===== src/rtl/cirno9_sram_arb.sv =====
// cirno9_sram_arb: two-master arbiter in front of the shared single-port sram32.
// Master 0 is the cirno9_core load/store/fetch port and master 1 is the DMA/debug
// port. One access is granted per cycle with zero arbitration latency. Read data
// returns the following cycle and is routed to the master that issued the read.
//
// Ports:
//   clk, rst_n                        clock, asynchronous active-low reset
//   i_m0_req/wen/adr/wdat             master 0 request (wen==0 means read)
//   o_m0_rdy, o_m0_rvld, o_m0_rdat    master 0 accept, read valid, read data
//   i_m1_* / o_m1_*                   master 1 equivalents
//   o_sram_en/wen/adr/din             sram32 command
//   i_sram_dout                       sram32 read data, valid the cycle after a read
//
// Build option:
//   CIRNO9_SRAM_ARB_RR_EN  defined: pure round-robin priority (STARVE_MAX removed).
//                          undefined: m0-favoured priority, m1 forced after
//                          STARVE_MAX consecutive m0 grants while m1 waits.

module cirno9_sram_arb #(
  parameter int unsigned AW = 32,
  parameter int unsigned DW = 32
`ifndef CIRNO9_SRAM_ARB_RR_EN
  ,
  parameter int unsigned STARVE_MAX = 4
`endif
) (
  input  logic          clk,
  input  logic          rst_n,
  input  logic          i_m0_req,
  input  logic [3:0]    i_m0_wen,
  input  logic [AW-1:0] i_m0_adr,
  input  logic [DW-1:0] i_m0_wdat,
  output logic          o_m0_rdy,
  output logic          o_m0_rvld,
  output logic [DW-1:0] o_m0_rdat,
  input  logic          i_m1_req,
  input  logic [3:0]    i_m1_wen,
  input  logic [AW-1:0] i_m1_adr,
  input  logic [DW-1:0] i_m1_wdat,
  output logic          o_m1_rdy,
  output logic          o_m1_rvld,
  output logic [DW-1:0] o_m1_rdat,
  output logic          o_sram_en,
  output logic [3:0]    o_sram_wen,
  output logic [AW-1:0] o_sram_adr,
  output logic [DW-1:0] o_sram_din,
  input  logic [DW-1:0] i_sram_dout
);

  typedef enum logic {
    PRI_M0 = 1'b0,
    PRI_M1 = 1'b1
  } pri_e;

  pri_e pri_q;
  logic gnt_m0_c;
  logic gnt_m1_c;
  logic tag_vld_q;
  logic tag_own_q;

  // Winner selection; gated by rst_n so nothing is granted while in reset.
  always_comb begin
    gnt_m0_c = 1'b0;
    gnt_m1_c = 1'b0;
    if (rst_n) begin
      if (i_m0_req && (!i_m1_req || (pri_q == PRI_M0))) begin
        gnt_m0_c = 1'b1;
      end else if (i_m1_req) begin
        gnt_m1_c = 1'b1;
      end
    end
  end

  assign o_m0_rdy = gnt_m0_c;
  assign o_m1_rdy = gnt_m1_c;

  // Same-cycle issue of the granted master's command; idle bus is all zero.
  always_comb begin
    o_sram_en  = gnt_m0_c | gnt_m1_c;
    o_sram_wen = 4'b0000;
    o_sram_adr = '0;
    o_sram_din = '0;
    if (gnt_m0_c) begin
      o_sram_wen = i_m0_wen;
      o_sram_adr = i_m0_adr;
      o_sram_din = i_m0_wdat;
    end else if (gnt_m1_c) begin
      o_sram_wen = i_m1_wen;
      o_sram_adr = i_m1_adr;
      o_sram_din = i_m1_wdat;
    end
  end

  // Read-return tag: remembers that last cycle's access was a read and whose.
  always_ff @(posedge clk or negedge rst_n) begin
    if (!rst_n) begin
      tag_vld_q <= 1'b0;
      tag_own_q <= 1'b0;
    end else begin
      tag_vld_q <= (gnt_m0_c && (i_m0_wen == 4'b0000)) ||
                   (gnt_m1_c && (i_m1_wen == 4'b0000));
      tag_own_q <= gnt_m1_c;
    end
  end

  // Route sram data to the owner only; the other master sees zero.
  assign o_m0_rvld = tag_vld_q & ~tag_own_q;
  assign o_m1_rvld = tag_vld_q &  tag_own_q;
  assign o_m0_rdat = o_m0_rvld ? i_sram_dout : '0;
  assign o_m1_rdat = o_m1_rvld ? i_sram_dout : '0;

`ifdef CIRNO9_SRAM_ARB_RR_EN
  // Round-robin: after any grant the other master is favoured.
  always_ff @(posedge clk or negedge rst_n) begin
    if (!rst_n) begin
      pri_q <= PRI_M0;
    end else if (gnt_m0_c) begin
      pri_q <= PRI_M1;
    end else if (gnt_m1_c) begin
      pri_q <= PRI_M0;
    end
  end
`else
  localparam int unsigned CW = $clog2(STARVE_MAX + 1);

  logic [CW-1:0] starve_cnt_q;
  logic          starve_inc_c;

  assign starve_inc_c = gnt_m0_c & i_m1_req;

  // m0-favoured priority; m1 forced after STARVE_MAX back-to-back losses.
  always_ff @(posedge clk or negedge rst_n) begin
    if (!rst_n) begin
      pri_q        <= PRI_M0;
      starve_cnt_q <= '0;
    end else begin
      if (gnt_m1_c || !i_m1_req) begin
        starve_cnt_q <= '0;
      end else if (starve_inc_c) begin
        starve_cnt_q <= starve_cnt_q + CW'(1);
      end
      if (pri_q == PRI_M0) begin
        if (starve_inc_c && (starve_cnt_q == CW'(STARVE_MAX - 1))) begin
          pri_q <= PRI_M1;
        end
      end else begin
        if (gnt_m1_c) begin
          pri_q <= PRI_M0;
        end
      end
    end
  end
`endif

endmodule

===== config.mk =====
export PLATFORM = sky130hd
export DESIGN_NAME = cirno9_sram_arb
export DESIGN_NICKNAME = d
export VERILOG_FILES = /design/src/rtl/cirno9_sram_arb.sv
export SDC_FILE = /design/constraint.sdc
export NUM_CORES = 1
export LEC_CHECK = 0
export ABC_AREA = 1
export CORE_AREA = 5 5 118 120
export CTS_BUF_LIST = sky130_fd_sc_hd__clkbuf_8
export DETAILED_ROUTE_END_ITERATION = 10
export DIE_AREA = 0 0 123 125
export PLACE_DENSITY = 0.57
export SYNTH_ARGS = -nofsm -noshare
export SYNTH_HDL_FRONTEND = slang
export SYNTH_SLANG_ARGS = --single-unit

===== constraint.sdc =====
create_clock -name clk -period 4.6 [get_ports clk]
set_input_delay 1.38 -clock clk [delete_from_list [all_inputs] [get_ports clk]]
set_output_delay 1.38 -clock clk [all_outputs]
set_load 0.02 [all_outputs]

==> impl_metrics.tcl <==
set metrics [dict create \
    status "completed" \
    synthTopCellsByArea "nand2_1, nor2_1, inv_1" \
    grt_remaining_overflow 0 \
    syn_avg_cell_area_um2 4.324 \
    grt_usage_pct 13.59 \
    slew_headroom_pct 27.57 \
    slowest_stage "clkdlybuf4s50_1" \
    critPathCaptureType "output pin" \
    drive_gt1_share_pct 2.832 \
    die_y_um 125 \
    rsz0062_at_grt "false" \
    fin_skew_ns 0.003835 \
    p_leak_nw 2.651 \
    dr.pass1.iters 5 \
    finalCritPeriodShare_pct 96.87 \
    worstSetupPathType "in2out" \
    wl_per_cell_um 13.28 \
    finalHoldViolCount 0 \
    io_buffers 308 \
    dp_hpwl_um 9958 \
    cts_buffers 3 \
    cp.arrival_ns 3.08 \
    ir_worst_vdd_mv 0.04466 \
    power_density_nw_per_um2 97.14 \
    netlist.area_leader.share_pct 51.72 \
    cp_cell_sequence "clkdlybuf4s50_1 -> nand2_2 -> nand3_1 -> inv_2 -> buf_12 -> clkdlybuf4s50_1" \
    final_antenna_net_count 0 \
    crit_top_cell "clkdlybuf4s50_1" \
    antenna_found_initial 0 \
    synth-seq-area-share_pct 9.360 \
    synth_nets 545 \
    start_util_pct 12.46 \
    htreeDepth 1 \
    rows 42 \
    worst_slew_pin_slew_ns 1.084 \
    pin_count 309 \
    synthesis.area_um2 1604 \
    setup_viol 0 \
    vias_per_cell 3.850 \
    syn_to_final_growth_pct 203.6 \
    drc 0 \
    grt_pass1_vias 3339 \
    grt_max_degree 50 \
    cts_buffer_depth 2 \
    clk_pin_slew_ns 0.04 \
    cts-root-buf "clkbuf_8" \
    synth_top_cell_by_area "nand2_1" \
    num_antenna_cells 0 \
    ctsHoldBuffers 0 \
    power.total_mw 0.4731 \
    coreArea_um2 12870 \
    setup_ws_ns 0.1441 \
    die_w_um 123 \
    ys_warn_count 0 \
    cp_max_fo 49 \
    synth_cells 371 \
    route.vias.total 3261 \
    fmax_mhz 224.4 \
    cts_setup_buffers 0 \
    slew_viol_final 0 \
    hold_path_class "reg2reg" \
    synth_cell_type_count 15 \
    pre_cts_slack_ns -0.1038 \
    cp-start-kind "input port" \
    cts_tree "yes" \
    finalSetupTns_ns 0 \
    fillers 1390 \
    cap_violations 0 \
    grt_pass1_wl_um 16950 \
    cts.sinks 6 \
    finalNetCount 847 \
    die-area_um2 15380 \
    gp_congestion 0.8343 \
    required_ns 3.22 \
    clk_latency_ns 0.23 \
    slowest_delay_ns 0.65 \
    drt_iter0_markers 75 \
    ys_ff_latch 6 \
    fin_crit_ns 4.456 \
    wirelength_um 11250 \
]
==> per-stage QoR <==
step	instance area (µm²)	utilization, %	instances	hold WS, ns
global route	4870	37.82	847	0.5232
finish	4870	37.82	847	0.4856
global placement	4885	37.94	844	0.4691
floorplan	1604	-	371	0.4494
CTS	4855	37.71	847	0.4858
detailed placement	4885	37.94	844	0.4741
==> kinds of logic (layout without fill, tap and decap cells) <==
kind of cell               after synthesis  count (layout)  share of synthesized area (%)
adders and majority gates                2               2                          1.560
DFF                                      6               6                          9.360
buffers and inverters                   66             366                          17.86
AOI/OAI and AO/OA                        2               2                          1.326
and+or+nand+nor                        295             295                          69.89
==> registers in the layout (all words and copies together) (netlist names) <==
signal / flops
starve_cnt_q: 3
tag_vld_q: 1
tag_own_q: 1
pri_q: 1
==> synthesized netlist by cell type <==
library cell  instances
clkbuf_1              4
a21oi_1               1
a21oi_4               1
buf_4                 7
nand4_1               3
inv_1                44
dfrtp_1               6
buf_2                10
nor2_1               68
nand3_1               1
or2_2                 1
ha_1                  2
nand2_1             221
and2_0                1
inv_2                 1
==> routing by layer <==
metal	part of all wire [%]	global-route usage [%]
met3	13	4.968
met1	33	13.78
met2	51	25.54
met4	2.8	4.039
met5	0	0
==> worst max-delay path: cells and delay by family <==
family	cells	cell delay (ns)
buffers and inverters	4	1.41
AND/OR/NAND/NOR	2	0.25
==> power by group <==
| group | switching (mW) | internal [mW] |
|---|---|---|
| combinational | 0.144 | 0.193 |
| clock | 0.0245 | 0.0564 |
| sequential | 0.000892 | 0.0545 |
| total | 0.169 | 0.304 |
==> path summary, 6_finish.rpt <==
check,start,cells past startpoint,slack [ns],endpoint
setup / recovery,i_m1_req,6,0.14,o_m0_rdy
hold / removal,starve_cnt_q[1],2,0.49,starve_cnt_q[1]
setup reg to reg,pri_q,6,3.37,tag_vld_q
hold reg to reg,starve_cnt_q[1],2,0.49,starve_cnt_q[1]
max in group asynchronous,rst_n,2,2.96,tag_own_q
min in group asynchronous,rst_n,2,1.51,pri_q
==> final cells by class <==
type	instances	area [µm²]	share of cell area (%)
flip-flops and latches	6	150.1	3.083
inverters	45	168.9	3.469
clock buffers	3	41.29	0.8479
multi-input cells	299	1170	24.02
repair buffers	318	3119	64.05
well taps	176	220.2	4.522
==> layout by cell type (no fill, tap or decap) <==
master           instances
a21oi_1                  1
a21oi_4                  1
and2_0                   1
buf_12                   2
buf_4                    8
buf_6                    2
clkbuf_8                 3
clkdlybuf4s50_1        238
dfrtp_1                  6
dlygate4sd2_1           63
dlymetal6s2s_1           5
ha_1                     2
inv_1                   44
inv_2                    1
nand2_1                220
nand2_2                  1
nand3_1                  1
nand4_1                  3
nor2_1                  68
or2_2                    1
==> what timing repair did <==
item                       in CTS  in global routing
hold endpoints to repair        0                  0
gates cloned                    0                  0
setup endpoints to repair      66                  5
gates resized for setup        65                  6
No activity file was read; power rests on OpenSTA's default activity.
==> RTL edit 1: new RTL, same settings <==
Set the parameter `AW` to 16 (it was 32).
--- a/src/rtl/cirno9_sram_arb.sv
+++ b/src/rtl/cirno9_sram_arb.sv
@@ -18,5 +18,5 @@
 
 module cirno9_sram_arb #(
-  parameter int unsigned AW = 32,
+  parameter int unsigned AW = 16,
   parameter int unsigned DW = 32
 `ifndef CIRNO9_SRAM_ARB_RR_EN
Interface: changed (resized i_m0_adr, i_m1_adr and o_sram_adr); port bits go from 309 to 261. The function was not compared with the original's and may differ.
==> RTL edit 1 against the unedited design <==
Sequential cell count is the same. Count of clock-buffer cells in the layout stayed put. Setup slack worse by 0.013 ns. Combinational power fell by 15%. Non-clock buffer count decreased by 43. Fmax fell by 0.30%. Power fell by 11%. Cell area down 11%. Routed wire length down 13%. Area after synthesis decreased by 12%. Die area stayed put. Critical endpoint unchanged.
==> RTL edit 1: results (changes against the unedited design) <==
| Metric | Value |
|---|---|
| Number of antenna violations at the first check in global routing | 0 (unchanged) |
| Arrival @ worst endpoint | 3.09 ns (about the same) |
| Deepest clock path buffer count | 2 (unchanged) |
| Pin count of the biggest net entering global routing | 54 (+8.0%) |
| Path class of the lowest-slack min-delay path | flop to flop |
| Crit Reg-Reg Endpoint | tag_vld_q |
| Cell family with most CP delay | buffers and inverters |
| Result of the run | completed |
| Placer congestion estimate | 0.787 (-5.7%) |
| Number of inserted filler cells in the final layout | 1380 (-0.72%) |
| Asr flop ratio synth | 1.00 (unchanged) |
| IR drop worst, VDD | 0.0000619 V (+39%) |
| Cell count of the worst reg-to-reg path | 6 (unchanged) |
| Number of flip-flops under the largest register name | 3 (unchanged) |
| Clock root buffer | sky130_fd_sc_hd__clkbuf_8 |
| Stage delay of the slowest cell on the critical path | 0.63 ns (-0.02 ns) |
| Number of diodes added for antenna fixing | 0 (unchanged) |
| Net count, final | 724 (-15%) |
| Switching power as a share of total power | 0.341 (-0.0163) |
| Dominant register cell in the synthesized netlist | sky130_fd_sc_hd__dfrtp_1 |
| Post-Synthesis Mean Instance Area | 4.42 sq um (+2.3%) |
| Slowest cell on the critical path | sky130_fd_sc_hd__clkdlybuf4s50_1 |
| Crit path launch | i_m1_req |
| Routed length per placed instance | 12.9 um (-2.7%) |
| Placed wire-length estimate after detailed placement | 7.96 mm (-20%) |
| Via count of the first global-routing pass | 2818 (-16%) |
| Detailed Routing Iterations Pass 1 | 4 (-1) |
| Pre-CTS worst setup slack | -0.0308 ns (+0.0730 ns) |
| Placed Instances | 750 (-11%) |
| Cell types with the largest area share after synthesis | sky130_fd_sc_hd__nand2_1, sky130_fd_sc_hd__nor2_1, sky130_fd_sc_hd__inv_1 |
| Register containing the most flip-flops in the final layout | starve_cnt_q |
| Clock Pin Slew Worst Setup and Hold Paths | 0.04 ns (about the same) |
| Clock buffers created by TritonCTS | 3 (unchanged) |
| Slack of the worst reg-to-reg path | 3.31 ns (-0.06 ns) |
| Least-Margin Pin Slew | 0.585 ns (-0.499 ns) |
| Share of the clock period used by the worst path | 0.972 (+0.00293) |
| Most frequent cells after synthesis | sky130_fd_sc_hd__nand2_1, sky130_fd_sc_hd__nor2_1, sky130_fd_sc_hd__inv_1 |
| Post-Layout Cell Count | 756 (-11%) |
| Avg Vias per Cell | 3.71 (-3.6%) |
| Sequential cell area fraction in the yosys report | 0.106 (+0.0128) |
| Clock sinks | 6 (unchanged) |
| Total global routing track utilization | 0.106 (-0.0301) |
| Syn Nets | 461 (-15%) |
| Critical Path Fanout Max | 27 (-45%) |
| Leakage power total | 2.36 nW (-11%) |
| Maximum clock skew at final layout | 0.000319 ns (-0.00352 ns) |
| Ratio of cells with drive above 1 in the final layout | 0.0414 (+0.0131) |
| Drt first-iter violations | 68 (-9.3%) |
| Reg2reg start | pri_q |
| Global-route wire length before repair | 13.3 mm (-22%) |
| Count of input and output buffers | 260 (-16%) |
[RTL edit 1: per-layer routing]
metal,GRT usage,share of wire
met5,0,0
met3,0.0497,0.15
met1,0.100,0.37
met2,0.205,0.48
met4,0.0202,0.0078
[RTL edit 1: logic make-up after synthesis]
kind of cell               synth area share
and+or+nand+nor                       0.667
adders and majority gates            0.0177
buffers and inverters                 0.194
AOI/OAI and AO/OA                    0.0151
DFF                                   0.106
[RTL edit 1: area by class of cell]
cell class | count | area [sq um] | share of cell area
timing repair buffer | 275 | 2770 | 0.638
sequential | 6 | 150 | 0.0347
tap | 176 | 220 | 0.0508
multi-input combinational | 251 | 987 | 0.228
clock buffer | 3 | 41.3 | 0.00953
inverter | 45 | 169 | 0.0390
[RTL edit 1: power groups by stage]
stage	Clock [mW]	Sequential (mW)	Combinational [mW]
after floorplan	0	0.0558	0.0945
after global placement	0	0.0560	0.296
after detailed placement	0	0.0561	0.299
after CTS	0.0816	0.0555	0.285
after global routing	0.0835	0.0556	0.308
final	0.0792	0.0555	0.286
[RTL edit 1: worst min-delay path by stage]
stage                     slack (ns)            start              end  cells past startpoint
final                           0.47  starve_cnt_q[2]  starve_cnt_q[2]                      2
after global routing            0.53  starve_cnt_q[2]  starve_cnt_q[2]                      2
after CTS                       0.48  starve_cnt_q[2]  starve_cnt_q[2]                      2
after detailed placement        0.47  starve_cnt_q[2]  starve_cnt_q[2]                      2
after global placement          0.46  starve_cnt_q[2]  starve_cnt_q[2]                      2
after floorplan                 0.45  starve_cnt_q[2]  starve_cnt_q[2]                      2
[RTL edit 1: worst reg2reg max path, cell delays in order, from the launching register on]
cell	delay, ns
sky130_fd_sc_hd__dfrtp_1	0.36
sky130_fd_sc_hd__nand2_1	0.14
sky130_fd_sc_hd__a21oi_4	0.22
sky130_fd_sc_hd__buf_4	0.17
sky130_fd_sc_hd__clkbuf_16	0.20
sky130_fd_sc_hd__nand2_1	0.07
sky130_fd_sc_hd__nand2_1	0.07
[RTL edit 1: what timing repair did]
action,4_1_cts,5_1_grt
setup endpoints to repair,40,9
pin swaps,0,1
cloned,0,2
resized for setup,40,9
setup buffers,0,1
[RTL edit 1: metrics by stage]
| step | area [sq um] | utilization | total power [mW] |
|---|---|---|---|
| floorplan | 1410 | - | 0.150 |
| global placement | 4260 | 0.331 | 0.352 |
| detailed placement | 4260 | 0.331 | 0.355 |
| CTS | 4250 | 0.330 | 0.422 |
| global route | 4330 | 0.337 | 0.447 |
| finish | 4330 | 0.337 | 0.421 |
==> RTL edit 2: new RTL, same settings <==
Made on the original files. Add a define of `CIRNO9_SRAM_ARB_RR_EN`.
--- a/src/rtl/cirno9_sram_arb.sv
+++ b/src/rtl/cirno9_sram_arb.sv
@@ -16,4 +16,6 @@
 //                          undefined: m0-favoured priority, m1 forced after
 //                          STARVE_MAX consecutive m0 grants while m1 waits.
+
+`define CIRNO9_SRAM_ARB_RR_EN
 
 module cirno9_sram_arb #(
Behaviour: not the same (Yosys sat finds a counterexample within 4 cycles, from zero or initial values and one cycle with rst_n low).
==> RTL edit 2 against the unedited design <==
Routed wire length is 0.34% lower. Global-route usage is 0.24 points lower. Clock power is 10% lower. Setup slack worse by 0.0073 ns. Area after synthesis is 12% lower. Power is 1.4% higher. Cell area is 0.82% lower. Via count is 5.2% lower. Sequential cell count is 3 lower. Critical path type unchanged.
==> RTL edit 2: results (changes against the unedited design) <==
| Metric | Value |
|---|---|
| Maximum clock skew at final layout | 0.00229 ns (-0.00154 ns) |
| Ratio of cells with drive above 1 in the final layout | 0.0231 (-0.00524) |
| Net count, final | 823 (-2.8%) |
| Path class of the lowest-slack min-delay path | flop to flop |
| Hold EP | pri_q |
| Critical Path Fanout Max | 30 (-39%) |
| Placed wire-length estimate after detailed placement | 9.61 mm (-3.5%) |
| Drt first-iter violations | 103 (+37%) |
| Leakage power total | 2.89 nW (+9.0%) |
| Number of distinct library cells after synthesis | 11 (-4) |
| Cell types with the largest area share after synthesis | sky130_fd_sc_hd__nand2_1, sky130_fd_sc_hd__nor2_1, sky130_fd_sc_hd__inv_1 |
| Pre-CTS worst setup slack | -0.0374 ns (+0.0664 ns) |
| IR drop worst, VDD | 0.0000585 V (+31%) |
| Worst-skew pair later-pin latency | 0.21 ns (-0.02 ns) |
| Most frequent cells after synthesis | sky130_fd_sc_hd__nand2_1, sky130_fd_sc_hd__nor2_1, sky130_fd_sc_hd__inv_1 |
| H-tree depth | 1 (unchanged) |
| Deepest clock path buffer count | 2 (unchanged) |
| Sequential cell area fraction in the yosys report | 0.0532 (-0.0404) |
| Hold slack final | 0.478 ns (-0.00792 ns) |
| Result of the run | completed |
| Routed length per placed instance | 13.6 um (+2.2%) |
| Dominant register cell in the synthesized netlist | sky130_fd_sc_hd__dfrtp_1 |
| Syn Nets | 522 (-4.2%) |
| Global-route wire length before repair | 16.4 mm (-3.3%) |
| Total via count after detailed routing | 3090 (-5.2%) |
| Arrival @ worst endpoint | 3.08 ns (about the same) |
| Post-placement cell area | 4710 sq um (-3.6%) |
| Biggest registers after layout | pri_q: 1 flops, tag_own_q: 1 flops, tag_vld_q: 1 flops |
| Cell count of the worst reg-to-reg path | 6 (unchanged) |
| Number of diodes added for antenna fixing | 0 (unchanged) |
| Crit Reg-Reg Endpoint | tag_vld_q |
| Post-Layout Cell Count | 826 (-2.5%) |
| Least-Margin Pin Slew | 1.11 ns (+0.0268 ns) |
| Slowest cell on the critical path | sky130_fd_sc_hd__clkdlybuf4s50_1 |
| Post-Synthesis Mean Instance Area | 4.03 sq um (-6.8%) |
| Cell family with most CP delay | buffers and inverters |
| Asr flop ratio synth | 1.00 (unchanged) |
| Clock buffers created by TritonCTS | 3 (unchanged) |
| Placer congestion estimate | 0.901 (+7.9%) |
| Number of antenna violations at the first check in global routing | 0 (unchanged) |
| Number of stages on the worst hold path | 2 (unchanged) |
| Pin count of the biggest net entering global routing | 50 (unchanged) |
| Detailed Routing Iterations Pass 1 | 6 (+1) |
| Worst Hold Launch | pri_q |
| Count of yosys warnings during synthesis | 0 (unchanged) |
| Highest clock rate | 224 MHz (-0.16%) |
| Count of input and output buffers | 308 (unchanged) |
| Number of inserted filler cells in the final layout | 1408 (+1.3%) |
| Reg2reg start | pri_q |
| Slack of the worst reg-to-reg path | 3.46 ns (+0.09 ns) |
| Clock root buffer | sky130_fd_sc_hd__clkbuf_8 |
| Total global routing track utilization | 0.133 (-0.00237) |
| Stage delay of the slowest cell on the critical path | 0.63 ns (-0.02 ns) |
[RTL edit 2: cell type report]
type,count,area [sq um],area share
repair buffers,317,3250,0.672
multi-input cells,286,1090,0.226
well taps,176,220,0.0456
inverters,40,150,0.0311
flip-flops and latches,3,75.1,0.0155
clock buffers,3,41.3,0.00855
clock inverters,1,3.75,0.000777
[RTL edit 2: where the power goes]
| part | total, mW | internal [mW] | switching, mW | leakage (nW) |
|---|---|---|---|---|
| combinational | 0.378 | 0.215 | 0.163 | 2.82 |
| sequential | 0.0294 | 0.0285 | 0.000838 | 0.0390 |
| clock | 0.0724 | 0.0566 | 0.0158 | 0.0269 |
| total | 0.480 | 0.300 | 0.180 | 2.89 |
[RTL edit 2: timing repair]
| action | 4_1_cts | 5_1_grt |
|---|---|---|
| endpoints found under the hold margin | 0 | 0 |
| setup buffers | 0 | 1 |
| endpoints found under the setup margin | 35 | 33 |
| resized for setup | 35 | 33 |
| gates cloned | 0 | 1 |
[RTL edit 2: cell families (layout without fill, tap and decap cells)]
kind of cell | after synthesis | count (layout) | synth area share
AOI/OAI and AO/OA | 1 | 1 | 0.00621
buffers and inverters | 61 | 361 | 0.177
DFF | 3 | 3 | 0.0532
and+or+nand+nor | 285 | 285 | 0.763
[RTL edit 2: worst max path at each step]
stage | endpoint | cells past startpoint | start
global route | o_m1_rdy | 5 | rst_n
CTS | o_sram_din[25] | 7 | rst_n
global placement | o_sram_adr[15] | 7 | rst_n
finish | o_m1_rdy | 5 | rst_n
floorplan | o_sram_adr[24] | 5 | rst_n
detailed placement | o_sram_adr[15] | 7 | rst_n
[RTL edit 2: per-layer routing]
metal,global-route usage,vias up,routed length [um]
met4,0.0300,0,169
met1,0.132,1314,3800
li1,-,1594,-
met2,0.262,172,5920
met3,0.0447,10,1320
met5,0,-,0
